File: config.mk
export PLATFORM = sky130hd
export DESIGN_NAME = text_message_sequencer_flat
export DESIGN_NICKNAME = d
export VERILOG_FILES = /design/src/rtl/text_message_sequencer_if.sv /design/src/rtl/text_message_sequencer.sv /design/src/flat_wrapper.sv
export SDC_FILE = /design/constraint.sdc
export NUM_CORES = 1
export LEC_CHECK = 0
export ABC_AREA = 0
export BUFFER_PORTS_ARGS = -buffer_cell sky130_fd_sc_hd__buf_2
export CAP_MARGIN = 25
export CORE_MARGIN = 3
export CORE_UTILIZATION = 47
export DETAILED_ROUTE_END_ITERATION = 8
export PLACE_DENSITY_LB_ADDON = 0.3
export SLEW_MARGIN = 20
export SYNTH_ARGS = -nofsm -noshare
export SYNTH_HDL_FRONTEND = slang
export SYNTH_SLANG_ARGS = --single-unit
File: constraint.sdc
create_clock -name clk -period 2.8 [get_ports clk]
set_input_delay 0.14 -clock clk [delete_from_list [all_inputs] [get_ports clk]]
set_output_delay 0.14 -clock clk [all_outputs]
set_load 0.05 [all_outputs]
File: src/rtl/text_message_sequencer_if.sv
// -----------------------------------------------------------------------------
// text_message_sequencer_if
//   Bundles the requester handshake, the display-timer handshake and the
//   display/status outputs of text_message_sequencer.
//   master : requesters + timer side (drives req, msg_id, abort, timer_done)
//   slave  : the sequencer (drives grant, timer_en, disp_*, busy, wd_err)
// -----------------------------------------------------------------------------
interface text_message_sequencer_if #(
  parameter int NUM_REQ = 4,
  parameter int MSG_W   = 4
);
  logic [NUM_REQ-1:0]       req;
  logic [NUM_REQ*MSG_W-1:0] msg_id;
  logic [NUM_REQ-1:0]       grant;
  logic                     abort;
  logic                     timer_en;
  logic                     timer_done;
  logic                     disp_valid;
  logic [MSG_W-1:0]         disp_msg;
  logic                     busy;
  logic                     wd_err;

  modport master (
    output req, msg_id, abort, timer_done,
    input  grant, timer_en, disp_valid, disp_msg, busy, wd_err
  );

  modport slave (
    input  req, msg_id, abort, timer_done,
    output grant, timer_en, disp_valid, disp_msg, busy, wd_err
  );
endinterface

File: src/rtl/text_message_sequencer.sv
// -----------------------------------------------------------------------------
// text_message_sequencer
//   Puts messages from NUM_REQ requesters onto one text display, one at a
//   time, with round-robin arbitration. While a message is shown the display
//   timer is enabled; its done pulse (or abort, or the optional watchdog) ends
//   the message, followed by BLANK_CYCLES display-off cycles so the timer can
//   clear before the next message.
// Ports
//   clk      : system clock, all state on rising edge
//   reset_n  : asynchronous active-low reset
//   bus      : slave side of text_message_sequencer_if
//              (req/msg_id/abort/timer_done in; grant/timer_en/disp_valid/
//               disp_msg/busy/wd_err out, all outputs registered)
// -----------------------------------------------------------------------------
module text_message_sequencer #(
  parameter int NUM_REQ      = 4,
  parameter int MSG_W        = 4,
  parameter int BLANK_CYCLES = 2,
  parameter int WATCHDOG     = 0
) (
  input  logic                    clk,
  input  logic                    reset_n,
  text_message_sequencer_if.slave bus
);

  localparam int IDX_W = (NUM_REQ > 1) ? $clog2(NUM_REQ) : 1;
  localparam int BL_W  = $clog2(BLANK_CYCLES + 1);
  localparam int WD_W  = (WATCHDOG > 0) ? $clog2(WATCHDOG + 1) : 1;

  typedef enum logic [1:0] {IDLE, SHOW, BLANK} state_t;

  state_t             state_q, state_d;
  logic [IDX_W-1:0]   rr_ptr_q, rr_ptr_d;
  logic [BL_W-1:0]    blank_cnt_q, blank_cnt_d;
  logic [WD_W-1:0]    show_cnt_q, show_cnt_d;
  logic [NUM_REQ-1:0] grant_q, grant_d;
  logic               timer_en_q, timer_en_d;
  logic               disp_valid_q, disp_valid_d;
  logic [MSG_W-1:0]   disp_msg_q, disp_msg_d;
  logic               busy_q, busy_d;
  logic               wd_err_q, wd_err_d;

  // Per-requester view of the packed message-ID bus.
  logic [MSG_W-1:0] msg_arr [NUM_REQ];
  genvar gi;
  generate
    for (gi = 0; gi < NUM_REQ; gi++) begin : g_msg
      assign msg_arr[gi] = bus.msg_id[gi*MSG_W +: MSG_W];
    end
  endgenerate

  // Round-robin search starting just after the last winner.
  logic             win_found;
  logic [IDX_W-1:0] win_idx;
  always_comb begin
    logic [IDX_W-1:0] idx;
    win_found = 1'b0;
    win_idx   = rr_ptr_q;
    idx       = rr_ptr_q;
    for (int k = 0; k < NUM_REQ; k++) begin
      idx = (idx == IDX_W'(NUM_REQ - 1)) ? '0 : idx + IDX_W'(1);
      if (!win_found && bus.req[idx]) begin
        win_found = 1'b1;
        win_idx   = idx;
      end
    end
  end

  logic wd_fire, show_end, blank_last, take;
  assign wd_fire    = (WATCHDOG > 0) && (show_cnt_q == WD_W'(WATCHDOG));
  assign show_end   = bus.timer_done | bus.abort | wd_fire;
  assign blank_last = (blank_cnt_q == BL_W'(BLANK_CYCLES));

  // State register (plus all registered outputs).
  always_ff @(posedge clk or negedge reset_n) begin
    if (!reset_n) begin
      state_q      <= IDLE;
      rr_ptr_q     <= IDX_W'(NUM_REQ - 1);
      blank_cnt_q  <= '0;
      show_cnt_q   <= '0;
      grant_q      <= '0;
      timer_en_q   <= 1'b0;
      disp_valid_q <= 1'b0;
      disp_msg_q   <= '0;
      busy_q       <= 1'b0;
      wd_err_q     <= 1'b0;
    end else begin
      state_q      <= state_d;
      rr_ptr_q     <= rr_ptr_d;
      blank_cnt_q  <= blank_cnt_d;
      show_cnt_q   <= show_cnt_d;
      grant_q      <= grant_d;
      timer_en_q   <= timer_en_d;
      disp_valid_q <= disp_valid_d;
      disp_msg_q   <= disp_msg_d;
      busy_q       <= busy_d;
      wd_err_q     <= wd_err_d;
    end
  end

  // Next-state logic.
  always_comb begin
    state_d     = state_q;
    rr_ptr_d    = rr_ptr_q;
    blank_cnt_d = blank_cnt_q;
    show_cnt_d  = show_cnt_q;
    take        = 1'b0;
    unique case (state_q)
      IDLE: begin
        if (win_found) begin
          state_d = SHOW;
          take    = 1'b1;
        end
      end
      SHOW: begin
        if (show_end) begin
          state_d     = BLANK;
          blank_cnt_d = BL_W'(1);
          show_cnt_d  = '0;
        end else if (WATCHDOG > 0) begin
          show_cnt_d = show_cnt_q + WD_W'(1);
        end
      end
      BLANK: begin
        if (blank_last) begin
          blank_cnt_d = '0;
          if (win_found) begin
            state_d = SHOW;
            take    = 1'b1;
          end else begin
            state_d = IDLE;
          end
        end else begin
          blank_cnt_d = blank_cnt_q + BL_W'(1);
        end
      end
      default: state_d = IDLE;
    endcase
    // The grant cycle counts as SHOW cycle 1.
    if (take) begin
      rr_ptr_d   = win_idx;
      show_cnt_d = WD_W'(1);
    end
  end

  // Output logic: next values of the registered outputs.
  always_comb begin
    grant_d      = '0;
    disp_msg_d   = disp_msg_q;
    if (take) begin
      grant_d    = NUM_REQ'(1) << win_idx;
      disp_msg_d = msg_arr[win_idx];
    end
    timer_en_d   = (state_d == SHOW);
    disp_valid_d = (state_d == SHOW);
    busy_d       = (state_d != IDLE);
    // Only flag the watchdog when it alone is what ends the message.
    wd_err_d     = (state_q == SHOW) && wd_fire && !bus.timer_done && !bus.abort;
  end

  assign bus.grant      = grant_q;
  assign bus.timer_en   = timer_en_q;
  assign bus.disp_valid = disp_valid_q;
  assign bus.disp_msg   = disp_msg_q;
  assign bus.busy       = busy_q;
  assign bus.wd_err     = wd_err_q;

endmodule

File: src/flat_wrapper.sv
// flat-port wrapper written by rule: the top's interface ports become plain ports
module text_message_sequencer_flat 
#(
  parameter int NUM_REQ      = 4,
  parameter int MSG_W        = 4,
  parameter int BLANK_CYCLES = 2,
  parameter int WATCHDOG     = 0
)
  (clk, reset_n, bus_req, bus_msg_id, bus_abort, bus_timer_done, bus_grant, bus_timer_en, bus_disp_valid, bus_disp_msg, bus_busy, bus_wd_err);
  text_message_sequencer_if #(.NUM_REQ(NUM_REQ), .MSG_W(MSG_W)) bus_i ();
  input  logic clk;
  input  logic reset_n;
  input wire logic [$bits(bus_i.req)-1:0] bus_req;
  input wire logic [$bits(bus_i.msg_id)-1:0] bus_msg_id;
  input wire logic [$bits(bus_i.abort)-1:0] bus_abort;
  input wire logic [$bits(bus_i.timer_done)-1:0] bus_timer_done;
  output wire logic [$bits(bus_i.grant)-1:0] bus_grant;
  output wire logic [$bits(bus_i.timer_en)-1:0] bus_timer_en;
  output wire logic [$bits(bus_i.disp_valid)-1:0] bus_disp_valid;
  output wire logic [$bits(bus_i.disp_msg)-1:0] bus_disp_msg;
  output wire logic [$bits(bus_i.busy)-1:0] bus_busy;
  output wire logic [$bits(bus_i.wd_err)-1:0] bus_wd_err;
  assign bus_i.req = bus_req;
  assign bus_i.msg_id = bus_msg_id;
  assign bus_i.abort = bus_abort;
  assign bus_i.timer_done = bus_timer_done;
  assign bus_grant = bus_i.grant;
  assign bus_timer_en = bus_i.timer_en;
  assign bus_disp_valid = bus_i.disp_valid;
  assign bus_disp_msg = bus_i.disp_msg;
  assign bus_busy = bus_i.busy;
  assign bus_wd_err = bus_i.wd_err;
  text_message_sequencer #(.NUM_REQ(NUM_REQ), .MSG_W(MSG_W), .BLANK_CYCLES(BLANK_CYCLES), .WATCHDOG(WATCHDOG)) u_core (.clk(clk), .reset_n(reset_n), .bus(bus_i));
endmodule
==> reports/results.txt <==
Vias per cell: 6.05
Critical path peak fanout: 12
Psw: 1.17 mW
Die ar.: 3480 um^2
Routed WL: 3.41 mm
Switching share of power: 51.2%
Clock sinks: 16
Worst rel slew slack: 51.4%
Yosys cell types: 48
Die width: 59.0 um
Design Area, Final: 1640 um^2
Reg clk slew, reported paths: 0.09 ns
Total track usage: 20.6%
Placed cell count: 220
Non-Filler Instances: 229
Combinational power share: 74.6%
Via count of the routed design: 1386
Clock root cell: clkbuf_4
Max-cap violations: 0
Critical Path End Type: flop
Clk pwr share: 6.5%
Multi-input gate area: 873 um^2
CP cell instances: mux2_4, o21bai_1, o32a_1, buf_6, and3_1, a2111oi_2, a41o_1, a21oi_1
DR WL/cell: 14.9 um
Met3 routed WL: 168 um
Post-synth EDFFs: 0
Pre-CTS setup slack: -0.0316 ns
CTS tree: done
HP Class: input pin to flop
Max-slew violation count: 0
Met2 wire length: 1.76 mm
H-tree depth: 1
Initial core utilization: 51.5%
Top layer in use: met4
RSZ-0062 raised after global routing: yes
Placed cell areas: 1500 um^2
Worst setup path category: flop to flop
Syn Nets: 188
FF/Latch Area: 403 um^2
DR pass1 iterations: 4
Avg Inst Size Synth: 8.11 um^2
Setup ws final: 0.138 ns
Tcrit/Tclk final: 95.1%
Number of fill cells: 228
Core ar.: 2570 um^2
Main synth FF type: dfrtp_1
Antenna violations before repair: 0
Least-Margin Pin Slew: 0.725 ns
Outcome: finished clean
Num CTS Buffers: 3
Port Buffers: 34
Pwr dens: 1400 nW/um^2
Startpoint Class: flop
Largest net degree at the start of global routing: 17
FP Rows: 18
Total Power: 2.29 mW
Async S/R FF share, synth: 100%
Residual DRC count: 0
Antenna cells: 0
Synth Register Bits: 16
Gate Count Post-Synth: 163
Post-synthesis sequential area ratio: 30.5%
Worst path max stage delay: 0.58 ns
Final setup violation count: 0
Slowest CP cell: dfstp_2
Vias in the first global route: 1298
Ports: 36
CP Data Required Time: 2.96 ns
Deepest clock path buffer count: 2
Flop pwr share: 18.9%
Final nets: 225
Die Ht: 59.0 um
Internal cell power: 1.12 mW
Syn Std Cell Area: 1320 um^2
Setup TNS: 0 ns
Achievable clock frequency: 376 MHz
Crit path time final: 2.66 ns
Clk_lat worst skew: 0.28 ns
DP Wirelength: 2.49 mm
GP Congestion: 0.949
Starting DRT DRC Count: 103
Share of layout cells above drive strength 1: 33.2%
Grt ovf: 0
Final Hold Fails: 0
CP Data Arrival Time: 2.82 ns
DRT met1 WL: 1.45 mm
Final ANT Viol Nets: 0
Synth warn: 0
Layout area overhead: 24.3%
Skew final: 0.000666 ns
Worst-case vdd ir drop: 0.000876 V
Global-route wire length before repair: 5.59 mm
Leak pwr: 0.777 nW
## layout by cell type (no fill, tap or decap), drive strengths merged, types with 2 or more instances in the layout
cell type and n:
buf 46, nand2 23, nor2 15, dfrtp 14
a21oi 13, mux2i 9, nor3 6, inv 5
o21ai 5, a31oi 5, nand2b 4, clkbuf 4
and3b 3, or2 3, and3 3, a2111oi 3
a41o 3, nor4 2, and2 2, o41ai 2
dfstp 2, nor4bb 2, nor4b 2, nor3b 2
## area by class of cell
type                    count  share of cell area (%)
repair buffers             47                    16.7
flip-flops and latches     16                    24.5
clock buffers               4                    2.21
multi-input cells         127                    53.2
inverters                   5                    1.14
well taps                  30                    2.28
## cell usage after synthesis (3+ instances only)
master / count / area [um^2]
a2111oi_0: 3 / 26.3
inv_1: 5 / 18.8
or2_2: 3 / 18.8
o21ai_0: 5 / 25.0
buf_2: 5 / 25.0
and3b_1: 3 / 26.3
clkbuf_1: 5 / 18.8
nor2_1: 15 / 56.3
mux2i_1: 9 / 90.1
nor3_1: 5 / 25.0
a41o_1: 3 / 30.0
nand2b_1: 4 / 25.0
a21oi_1: 13 / 65.1
dfrtp_1: 14 / 350
a31oi_1: 5 / 31.3
and3_1: 3 / 18.8
nand2_1: 23 / 86.3
## critical path: cells and delay by family (launching register included)
kind / cells / cell delay (ns)
AOI/OAI and AO/OA: 5 / 1.25
DFF: 1 / 0.58
buffers and inverters: 1 / 0.18
muxes: 1 / 0.34
and+or+nand+nor: 1 / 0.19
## routing by layer
layer  up-vias  GRT usage (%)
li1        676              -
met4         0           8.41
met3         4           1.53
met1       655           26.9
met5         -              0
met2        51           35.2
## sequential cells by signal, summed over array words and instances (netlist names)
name,count
u_core.state_q,2
u_core.bus.disp_msg,4
u_core.rr_ptr_q,2
u_core.bus.grant,4
u_core.bus.timer_en,1
u_core.bus.busy,1
u_core.blank_cnt_q,2
## path summary, 6_finish.rpt
check	from	end	slack (ns)	cells after the start
setup / recovery	u_core.rr_ptr_q[0]	u_core.bus.disp_msg[1]	0.14	8
hold / removal	bus_msg_id[7]	u_core.bus.disp_msg[3]	0.16	3
setup reg to reg	u_core.rr_ptr_q[0]	u_core.bus.disp_msg[1]	0.14	8
hold reg to reg	u_core.rr_ptr_q[1]	u_core.rr_ptr_q[1]	0.53	2
max in group asynchronous	reset_n	u_core.rr_ptr_q[1]	2.21	2
min in group asynchronous	reset_n	u_core.bus.grant[0]	0.29	2
## stage by stage
| step | hold WS (ns) | util [%] |
|---|---|---|
| 4_1_cts | 0.150 | 60.7 |
| 6_report | 0.155 | 64.0 |
| 2_1_floorplan | -0.156 | - |
| 3_5_place_dp | 0.0703 | 58.6 |
| 5_1_grt | 0.175 | 64.0 |
| 3_3_place_gp | 0.0596 | 58.6 |
## power by group through the flow
stage,clock network (mW),registers [mW],logic [mW]
2_1_floorplan,0,0.611,0.979
3_3_place_gp,0,0.425,1.49
3_5_place_dp,0,0.435,1.52
4_1_cts,0.156,0.433,1.53
5_1_grt,0.171,0.447,1.86
6_report,0.150,0.433,1.71
## kinds of logic after synthesis
kind of cell               share of synthesized area (%)
xor gates and xnor gates                           0.663
DFF                                                 30.5
other                                              0.284
AOI/OAI and AO/OA                                   24.0
and+or+nand+nor                                     27.8
adders and majority gates                          0.947
muxes                                               7.95
buffers and inverters                               7.86
## what timing repair did
action	4_1_cts	5_1_grt
endpoints found under the setup margin	2	9
hold buffers	1	0
pin swaps	0	3
gates resized for setup	3	12
buffers inserted	0	4
endpoints found under the hold margin	14	0
Note: power is estimated with default switching activity, not from simulation.
